[config.mk]
export PLATFORM = sky130hd
export DESIGN_NAME = uc_fd
export DESIGN_NICKNAME = d
export VERILOG_FILES = /design/src/rtl/uc_fd_pkg.sv /design/src/rtl/imm_gen_fd.sv /design/src/rtl/uc_fd.sv
export SDC_FILE = /design/constraint.sdc
export NUM_CORES = 1
export LEC_CHECK = 0
export CAP_MARGIN = 5
export CORE_MARGIN = 3
export CORE_UTILIZATION = 49
export CTS_CLUSTER_DIAMETER = 40
export DETAILED_ROUTE_END_ITERATION = 16
export PLACE_DENSITY = 0.95
export SETUP_SLACK_MARGIN = 0.05
export SYNTH_ARGS = -nofsm -noshare
export SYNTH_HDL_FRONTEND = slang
export SYNTH_SLANG_ARGS = --single-unit
[constraint.sdc]
create_clock -name clk -period 5.98 [get_ports clk]
set_input_delay 1.196 -clock clk [delete_from_list [all_inputs] [get_ports clk]]
set_output_delay 1.196 -clock clk [all_outputs]
set_load 0.01 [all_outputs]
[src/rtl/uc_fd_pkg.sv]
// Shared types and encodings for the uc_fd multicycle control unit.
package uc_fd_pkg;

    typedef enum logic [2:0] {
        S_IDLE,
        S_FETCH,
        S_DECODE,
        S_EXEC,
        S_MEM,
        S_WB,
        S_HALT
    } state_t;

    // Decoded instruction class, captured once in DECODE.
    typedef enum logic [2:0] {
        I_ILL,
        I_ADD,
        I_SUB,
        I_ADDI,
        I_LW,
        I_SW,
        I_BEQ
    } instr_t;

    localparam logic [6:0] OP_R      = 7'b0110011;
    localparam logic [6:0] OP_IMM    = 7'b0010011;
    localparam logic [6:0] OP_LOAD   = 7'b0000011;
    localparam logic [6:0] OP_STORE  = 7'b0100011;
    localparam logic [6:0] OP_BRANCH = 7'b1100011;

    localparam logic [6:0] F7_ADD = 7'b0000000;
    localparam logic [6:0] F7_SUB = 7'b0100000;

    // Map opcode/funct fields onto the supported subset; anything else is illegal.
    function automatic instr_t classify(input logic [6:0] opcode,
                                        input logic [2:0] funct3,
                                        input logic [6:0] funct7);
        instr_t c;
        c = I_ILL;
        case (opcode)
            OP_R: begin
                if (funct3 == 3'b000 && funct7 == F7_ADD) c = I_ADD;
                else if (funct3 == 3'b000 && funct7 == F7_SUB) c = I_SUB;
            end
            OP_IMM:    if (funct3 == 3'b000) c = I_ADDI;
            OP_LOAD:   if (funct3 == 3'b010) c = I_LW;
            OP_STORE:  if (funct3 == 3'b010) c = I_SW;
            OP_BRANCH: if (funct3 == 3'b000) c = I_BEQ;
            default:   c = I_ILL;
        endcase
        return c;
    endfunction

endpackage

[src/rtl/imm_gen_fd.sv]
// Combinational immediate generator: sign-extended I/S/B immediates, 0 otherwise.
module imm_gen_fd
    import uc_fd_pkg::*;
(
    input  logic [31:0] ir,
    output logic [31:0] imm
);

    // funct3 and rs1 never contribute to an I/S/B immediate.
    logic [7:0] unused_bits;
    assign unused_bits = ir[19:12];

    // Immediate format is chosen purely by opcode.
    always_comb begin
        imm = '0;
        case (ir[6:0])
            OP_IMM, OP_LOAD: imm = {{20{ir[31]}}, ir[31:20]};
            OP_STORE:        imm = {{20{ir[31]}}, ir[31:25], ir[11:7]};
            OP_BRANCH:       imm = {{19{ir[31]}}, ir[31], ir[7], ir[30:25], ir[11:8], 1'b0};
            default:         imm = '0;
        endcase
    end

endmodule

[src/rtl/uc_fd.sv]
// Multicycle control unit for the PC_FD / FD fetch-datapath pair.
//
// state  | meaning
// IDLE   | waiting for a start pulse
// FETCH  | ir captures the instruction at the closing edge
// DECODE | classify ir, select next step or HALT
// EXEC   | ALU operation; beq resolves here using zero
// MEM    | sw writes memory; lw waits for read data
// WB     | register write-back, PC += 4
// HALT   | illegal opcode seen; only reset leaves
module uc_fd
    import uc_fd_pkg::*;
#(
    parameter int CNT_W = 16
)
(
    input  logic             clk,
    input  logic             reset,
    input  logic             start,
    input  logic [31:0]      instruction,
    input  logic             zero,
    output logic             inc,
    output logic             load,
    output logic [4:0]       Ra,
    output logic [4:0]       Rb,
    output logic [4:0]       Rw,
    output logic             WE_reg,
    output logic             WE_mem,
    output logic             OP_MEM,
    output logic             ALU_SRC,
    output logic             ADD_SUB,
    output logic [31:0]      OFFSET,
    output logic             busy,
    output logic             halt,
    output logic [CNT_W-1:0] retired
);

    state_t      state;
    instr_t      cls;
    instr_t      dec;
    logic [31:0] ir;
    logic        armed;
    logic        inc_q;
    logic        beq_exec;
    logic        rw_nz;

    assign Ra    = ir[19:15];
    assign Rb    = ir[24:20];
    assign Rw    = ir[11:7];
    assign rw_nz = (ir[11:7] != 5'd0);
    assign dec   = classify(ir[6:0], ir[14:12], ir[31:25]);

    imm_gen_fd u_imm (
        .ir  (ir),
        .imm (OFFSET)
    );

    // beq is the only Mealy path: the branch decision needs the live zero flag.
    assign beq_exec = (state == S_EXEC) && (cls == I_BEQ);
    assign load     = beq_exec && zero;
    assign inc      = inc_q || (beq_exec && !zero);
    assign busy     = (state != S_IDLE) && (state != S_HALT);

    // Sequencer: outputs for the next state are registered on the transition into it.
    // ALU_SRC/ADD_SUB stay held from EXEC through WB so the ALU result and memory
    // address remain stable while they are consumed.
    always_ff @(posedge clk or negedge reset) begin
        if (!reset) begin
            state   <= S_IDLE;
            cls     <= I_ILL;
            ir      <= '0;
            armed   <= 1'b0;
            retired <= '0;
            inc_q   <= 1'b0;
            WE_reg  <= 1'b0;
            WE_mem  <= 1'b0;
            OP_MEM  <= 1'b0;
            ALU_SRC <= 1'b0;
            ADD_SUB <= 1'b0;
            halt    <= 1'b0;
        end else begin
            // armed keeps a start coincident with reset release from being taken.
            armed  <= 1'b1;
            inc_q  <= 1'b0;
            WE_reg <= 1'b0;
            WE_mem <= 1'b0;
            OP_MEM <= 1'b0;
            if (inc || load) retired <= retired + CNT_W'(1);

            case (state)
                S_IDLE: begin
                    if (start && armed) state <= S_FETCH;
                end
                S_FETCH: begin
                    ir    <= instruction;
                    state <= S_DECODE;
                end
                S_DECODE: begin
                    cls <= dec;
                    if (dec == I_ILL) begin
                        state <= S_HALT;
                        halt  <= 1'b1;
                    end else begin
                        state   <= S_EXEC;
                        ADD_SUB <= (dec == I_SUB) || (dec == I_BEQ);
                        ALU_SRC <= (dec == I_ADDI) || (dec == I_LW) || (dec == I_SW);
                    end
                end
                S_EXEC: begin
                    case (cls)
                        I_ADD, I_SUB, I_ADDI: begin
                            state  <= S_WB;
                            WE_reg <= rw_nz;
                            inc_q  <= 1'b1;
                        end
                        I_LW: state <= S_MEM;
                        I_SW: begin
                            state  <= S_MEM;
                            WE_mem <= 1'b1;
                            inc_q  <= 1'b1;
                        end
                        default: begin
                            state   <= S_FETCH;
                            ADD_SUB <= 1'b0;
                            ALU_SRC <= 1'b0;
                        end
                    endcase
                end
                S_MEM: begin
                    if (cls == I_LW) begin
                        state  <= S_WB;
                        WE_reg <= rw_nz;
                        OP_MEM <= 1'b1;
                        inc_q  <= 1'b1;
                    end else begin
                        state   <= S_FETCH;
                        ADD_SUB <= 1'b0;
                        ALU_SRC <= 1'b0;
                    end
                end
                S_WB: begin
                    state   <= S_FETCH;
                    ADD_SUB <= 1'b0;
                    ALU_SRC <= 1'b0;
                end
                S_HALT: state <= S_HALT;
                default: state <= S_IDLE;
            endcase
        end
    end

endmodule

==> summary.md, run 1 <==
| Metric | Value |
|---|---|
| Largest registers | `ir x32, retired x16` |
| Switching share of power | `32.8%` |
| Post-synthesis cell count | `between 200 and 300` |
| Synth Register Bits | `62` |
| Slowest cell delay on critical path | `0.85 ns` |
| First DRT Iteration DRCs | `129` |
| Root Buffer | `clkbuf_8` |
| Post-route ant nets | `0` |
| Top_reg_cell synth | `dfrtp_1` |
| Status | `complete, no violations` |
| Post-synth top area cell | `dfrtp_1` |
| Finished Layout Cells | `438` |
| Crit Path Class | `reg2out` |
| Max_cap viols | `0` |
| Avg Cell Area, Syn | `11.2 µm²` |
| Max Fclk | `around 0.22 GHz` |
| Crit path capture type | `primary output` |
| Net count, final | `roughly 400` |
| Clock power frac | `between 20% and 30%` |
| RSZ-0062 raised after global routing | `no` |
| Register area share after synthesis | `a little under 50%` |
| Cell Pwr Density | `424 nW/µm²` |
| Total Wirelength | `between 6 and 7 mm` |
| DP HPWL | `5.11 mm` |
| Final Total Pwr | `0.00181 W` |
| Syn nets | `around 320` |
| Hold WS | `0.489 ns` |
| CP required | `4.78 ns` |
| Drt pass-1 iters | `4` |
| Arr. time, crit path | `3.36 ns` |
| Worst setup SP type | `flop` |
| Die X | `86.7 µm` |
| Remaining DRCs | `0` |
| Clk sinks | `62` |
| Setup Fix Bufs, Post-CTS | `0` |
| Sequential power share | `40.1%` |
| Total global routing track utilization | `between 10% and 20%` |
| Clock slew seen by the registers of the worst setup and hold paths | `0.07 ns` |
| Post-synth cell types | `56` |
| Cts repair resizes | `0` |
| Vias in the first global route | `2,370` |
| Vias | `2,386` |
| Cell with the largest stage delay on the worst path | `nor2b_1` |
| Yosys warning count | `0` |
| Area grow syn2layout | `33.2%` |
| Top-Level Pins | `~110` |
| # placed instances | `approximately 420` |
| Diode count | `0` |
| Slew HR | `32.3%` |
| Skew-Pair Late Insertion Delay | `around 0.34 ns` |
| Slew Viols, Final | `0` |
| Comb pwr share | `37.3%` |
| Leak | `1.78 nW` |
| Setup TNS | `0 ns` |
| Share of layout cells above drive strength 1 | `15.7%` |
| Worst-path fanout max | `20` |
| Post-layout min period | `approximately 4.6 ns` |
| Initial antenna violation count | `0` |
| Final setup fails | `0` |
| Psw | `0.000592 W` |
| Internal power | `0.00121 W` |
| Global-route wire length before repair | `11.5 mm` |
| Maximum vdd drop | `0.280 mV` |
| Final period util | `76.1%` |
| Layout Skew | `between 0.006 and 0.007 ns` |
| Max clock buf depth | `2` |
| CTS tree | `yes` |
| Measured slew at the worst slew-check pin | `about 1.0 ns` |
| Max reg flops | `32` |
| Top-area cell type share of the netlist area | `48.6%` |
| Routed len/inst | `15.6 µm` |
| CP Cell Sequence | `nand4bb_4, nor3b_1, nor2_1, nor2b_1, clkdlybuf4s50_1` |
| Number of hold buffers added after cts | `0` |
| DIE HEIGHT | `~87 µm` |
| Number of I/O port buffers | `around 110` |
| Final hold vios | `0` |
| FFs w/ async S/R, synth | `100%` |
| Num rows | `28` |
| Most frequent cells in the layout | `clkdlybuf4s50_1, dfrtp_1, mux2_2` |
| CTS Buf Count | `9` |
| Cell Area, Synth | `roughly 3200 µm²` |
| Largest net degree at the start of global routing | `63` |
| Starting Density | `52.1%` |
| Number of enable flip-flop cells after synthesis | `0` |
| Via density | `5.45` |
| Largest Register | `ir` |
| Total gr overflow | `0` |
| Hold Path Class | `reg2reg` |
| Ranking of synthesized cells by area | `dfrtp_1, mux2_2, buf_4` |
| Final GP Congestion | `a little under 0.8` |
| Max H-tree Level | `3` |
| Commonest non-fill, non-tap cell in the layout | `clkdlybuf4s50_1` |
| CORE AREA | `just over 6000 µm²` |
| Die ar. | `~7500 µm²` |
-- logic make-up (layout without fill, tap and decap cells) --
group                    after synthesis  count (layout)  synth area share (%)
AND/OR/NAND/NOR                       87              87                  16.1
flip-flops                            62              62                  48.6
buffers and inverters                 52             129                  11.1
AO/OA/AOI/OAI                         37              37                  8.70
multiplexers                          30              30                  10.6
XOR/XNOR                              16              16                  4.39
adder cells (fa/ha/maj)                1               1                 0.392
other                                  1               1                 0.117
-- critical path, delay by kind of cell, from the launching register on --
family / cells / cell delay [ns]
buffers and inverters: 1 / 0.70
AND/OR/NAND/NOR: 4 / 1.94
flip-flops: 1 / 0.38
-- Yosys cell counts (all sizes together) (2+ instances only) --
| master | number |
|---|---|
| nor4 | 2 |
| nand2b | 3 |
| nor3 | 3 |
| o21ai | 6 |
| xor2 | 7 |
| o22ai | 2 |
| buf | 45 |
| a31oi | 2 |
| nand2 | 21 |
| dfrtp | 62 |
| o21bai | 2 |
| inv | 4 |
| a32o | 2 |
| a21o | 3 |
| and3 | 7 |
| mux2 | 30 |
| a21oi | 5 |
| nand4 | 2 |
| nand3 | 8 |
| xnor2 | 9 |
| nor2b | 10 |
| clkbuf | 2 |
| nor2 | 15 |
| nand3b | 3 |
| nor3b | 3 |
| a22o | 4 |
| and4 | 3 |
-- area by class of cell --
type / count / area, µm²
clock buffers: 11 / 151
clock inverters: 4 / 70.1
fillers: 447 / 1880
inverters: 5 / 18.8
multi-input cells: 172 / 1290
flip-flops and latches: 62 / 1550
well taps: 75 / 93.8
repair buffers: 109 / 1080
-- power by group through the flow --
stage | registers (W) | clock network (W) | logic, W
floorplan | 0.000649 | 0 | 0.000559
global placement | 0.000714 | 0 | 0.000658
detailed placement | 0.000729 | 0 | 0.000679
CTS | 0.000722 | 0.000417 | 0.000682
global route | 0.000748 | 0.000438 | 0.000732
finish | 0.000724 | 0.000408 | 0.000674
-- path summary, 6_finish.rpt --
path / start / to / slack (ns) / cells past startpoint
setup / recovery: ir[2]$_DFFE_PN0P_ / OFFSET[18] / 1.43 / 5
hold / removal: retired[15]$_DFFE_PN0P_ / retired[15]$_DFFE_PN0P_ / 0.49 / 1
setup reg to reg: state[2]$_DFFE_PN0P_ / retired[5]$_DFFE_PN0P_ / 4.18 / 5
hold reg to reg: retired[15]$_DFFE_PN0P_ / retired[15]$_DFFE_PN0P_ / 0.49 / 1
max in group asynchronous: reset / inc_q$_DFF_PN0_ / 4.44 / 2
min in group asynchronous: reset / ir[9]$_DFFE_PN0P_ / 1.00 / 2
-- stage by stage --
step | util, % | setup slack (ns) | cell area (µm²)
after floorplan | - | 2.44 | 3190
after global placement | 65.8 | 1.92 | 4030
after detailed placement | 65.8 | 1.69 | 4030
after CTS | 69.4 | 1.31 | 4250
after global routing | 69.4 | 1.07 | 4250
final | 69.4 | 1.43 | 4250
-- metal layers --
layer | share of wire, % | vias up | track usage, %
li1 | - | 1106 | -
met1 | 40 | 1159 | 23.6
met2 | 50 | 111 | 32.7
met3 | 9.0 | 10 | 7.03
met4 | 1.7 | 0 | 7.22
met5 | 0 | - | 0
(Power assumes the default switching activity.)
==> run 2, diff against run 1 <==
Settings changed: CORE_UTILIZATION 49 to 46, PLACE_DENSITY 0.95 to 0.92.
Clock period 5.98 ns to 4.7 ns, I/O delays scaled along.
==> run 2 against run 1 <==
  * Register-to-register slack got worse by 1.3 ns
  * Worst setup slack worse by 0.40 ns
  * Non-clock buffer count increased by 1
  * Via count shrank 2.7%
  * Critical endpoint unchanged
  * Sequential power increased by 26%
  * Critical path depth is 1 higher
  * Combinational power increased by 28%
==> summary.md, run 2 (same netlist as run 1, synthesis figures left out) <==
| Metric | Value |
|---|---|
| Final GP Congestion | `a little under 0.8` |
| Setup TNS | `0 ns` |
| Final setup fails | `0` |
| Number of cells on the critical path | `6` |
| Starting Density | `48.9%` |
| Commonest non-fill, non-tap cell in the layout | `clkdlybuf4s50_1` |
| Register Area | `approximately 1600 µm²` |
| Largest registers | `ir x32, retired x16` |
| Vias | `2,321` |
| CTS tree | `yes` |
| Clk sinks | `62` |
| Most frequent cells in the layout | `clkdlybuf4s50_1, dfrtp_1, mux2_2` |
| Global-route wire length before repair | `approximately 11 mm` |
| Via density | `5.25` |
| Largest net degree at the start of global routing | `39` |
| Final hold vios | `0` |
| Hold depth | `1` |
| Max Fclk | `0.272 GHz` |
| Drt pass-1 iters | `4` |
| Final period util | `slightly below 80%` |
| Cell with the largest stage delay on the worst path | `clkdlybuf4s50_1` |
| Hold Path Class | `reg2reg` |
| Cts repair resizes | `0` |
| RR Endpoint | `retired[5]$_DFFE_PN0P_` |
| Layout Skew | `0.00822 ns` |
| Net count, final | `between 300 and 400` |
| Arr. time, crit path | `2.74 ns` |
| Share of layout cells above drive strength 1 | `between 10% and 20%` |
| Maximum vdd drop | `~0.32 mV` |
| Largest Register | `ir` |
| Worst-path fanout max | `20` |
| Reg2Reg Depth | `5` |
| Max reg flops | `32` |
| Top-Level Pins | `108` |
| R2r setup slk | `about 2.9 ns` |
| Hold Crit Start | `retired[15]$_DFFE_PN0P_` |
| CORE AREA | `roughly 6500 µm²` |
| Post-layout min period | `3.68 ns` |
| Leak | `1.78 nW` |
| PnR worst setup slack | `1.02 ns` |
| Met2 Usage GRT | `31.8%` |
| Area grow syn2layout | `33.3%` |
| RSZ-0062 raised after global routing | `no` |
| Remaining DRCs | `0` |
| Worst R2R Start | `state[2]$_DFFE_PN0P_` |
| Grt peak-use layer | `met2` |
| Area of the multi-input gates | `1290 µm²` |
| Vias in the first global route | `2,326` |
| Number of hold buffers added after cts | `0` |
| CTS Buf Count | `9` |
| Slew Viols, Final | `0` |
| DP Area | `between 4000 and 5000 µm²` |
| Worst setup SP type | `flop` |
| Diode count | `0` |
| Crit Path Class | `reg2out` |
| DIE HEIGHT | `89.3 µm` |
| Final non-filler cell area | `4260 µm²` |
| Slowest cell delay on critical path | `0.58 ns` |
| Total global routing track utilization | `18.1%` |
| Clock slew seen by the registers of the worst setup and hold paths | `0.07 ns` |
| Cell Pwr Density | `535 nW/µm²` |
| CP required | `approximately 3.8 ns` |
| Max clock buf depth | `2` |
| Pre-CTS setup slack | `1.33 ns` |
| CP endpoint | `OFFSET[18]` |
| Buffers and inverters on the worst path | `2` |
| Setup crit start | `ir[2]$_DFFE_PN0P_` |
| First DRT Iteration DRCs | `a little over 100` |
| Filler Cells Inserted | `509` |
| Skew-Pair Late Insertion Delay | `0.33 ns` |
| Die X | `89.3 µm` |
| Post-route ant nets | `0` |
| Die ar. | `7980 µm²` |
| Number of I/O port buffers | `about 110` |
| Slew HR | `59.8%` |
| CP Cell Sequence | `nand4bb_4, nor3b_1, nor2_1, nor2b_1, buf_4, clkdlybuf4s50_1` |
| CP top delay family | `simple AND/OR/NAND/NOR gates` |
| Total Wirelength | `6.84 mm` |
| Measured slew at the worst slew-check pin | `between 0.6 and 0.7 ns` |
| Max_cap viols | `0` |
| DP HPWL | `roughly 5.1 mm` |
| Met3 Use GR | `7.65%` |
| Final Total Pwr | `0.00228 W` |
| Root Buffer | `clkbuf_8` |
| GR Util met1 | `20.3%` |
| Initial antenna violation count | `0` |
| Max H-tree Level | `3` |
| Status | `complete, no violations` |
| Crit path capture type | `primary output` |
| Num rows | `29` |
| Total gr overflow | `0` |
| Fin util | `65.2%` |
| Setup Fix Bufs, Post-CTS | `0` |
| Routed len/inst | `15.5 µm` |
[run 2: changes by cell type in the layout (fill, tap and decap cells not counted)]
cell      delta
clkbuf_1     +2
buf_4        +1
clkbuf_8     -1
[run 2: worst register-to-register path, stage by stage, from the launching register on]
cell and delay (ns):
dfrtp_1 0.49, nor2b_2 0.32, a41o_2 0.29, and4_1 0.35, nand3_1 0.13, xnor2_1 0.13
[run 2: per-layer routing]
metal | routed length (µm) | up-vias
met2 | 3550 | 87
li1 | - | 1109
met4 | 63 | 0
met1 | 2710 | 1118
met3 | 517 | 7
met5 | 0 | -
[run 2: area by class of cell]
type	instances	area share (%)
Multi-Input combinational cell	172	30.2
Clock inverter	4	1.65
Clock buffer	12	3.41
Inverter	5	0.441
Sequential cell	62	36.4
Tap cell	77	2.26
Timing Repair Buffer	110	25.6
[run 2: per-stage QoR]
step	hold WS, ns	instances
6_report	0.464	442
5_1_grt	0.487	442
4_1_cts	0.471	442
3_5_place_dp	0.461	426
3_3_place_gp	0.455	426
2_1_floorplan	0.482	286
[run 2: worst min-delay path by stage]
| stage | to |
|---|---|
| 2_1_floorplan | ir[2]$_DFFE_PN0P_ |
| 3_3_place_gp | retired[15]$_DFFE_PN0P_ |
| 3_5_place_dp | retired[15]$_DFFE_PN0P_ |
| 4_1_cts | retired[15]$_DFFE_PN0P_ |
| 5_1_grt | retired[15]$_DFFE_PN0P_ |
| 6_report | retired[15]$_DFFE_PN0P_ |
[run 2: power breakdown]
group          internal, W  switching (W)  leakage, nW  total (W)
combinational     0.000512       0.000350        0.890   0.000862
clock             0.000312       0.000193        0.110   0.000504
sequential        0.000711       0.000200        0.776   0.000911
total              0.00153       0.000743         1.78    0.00228
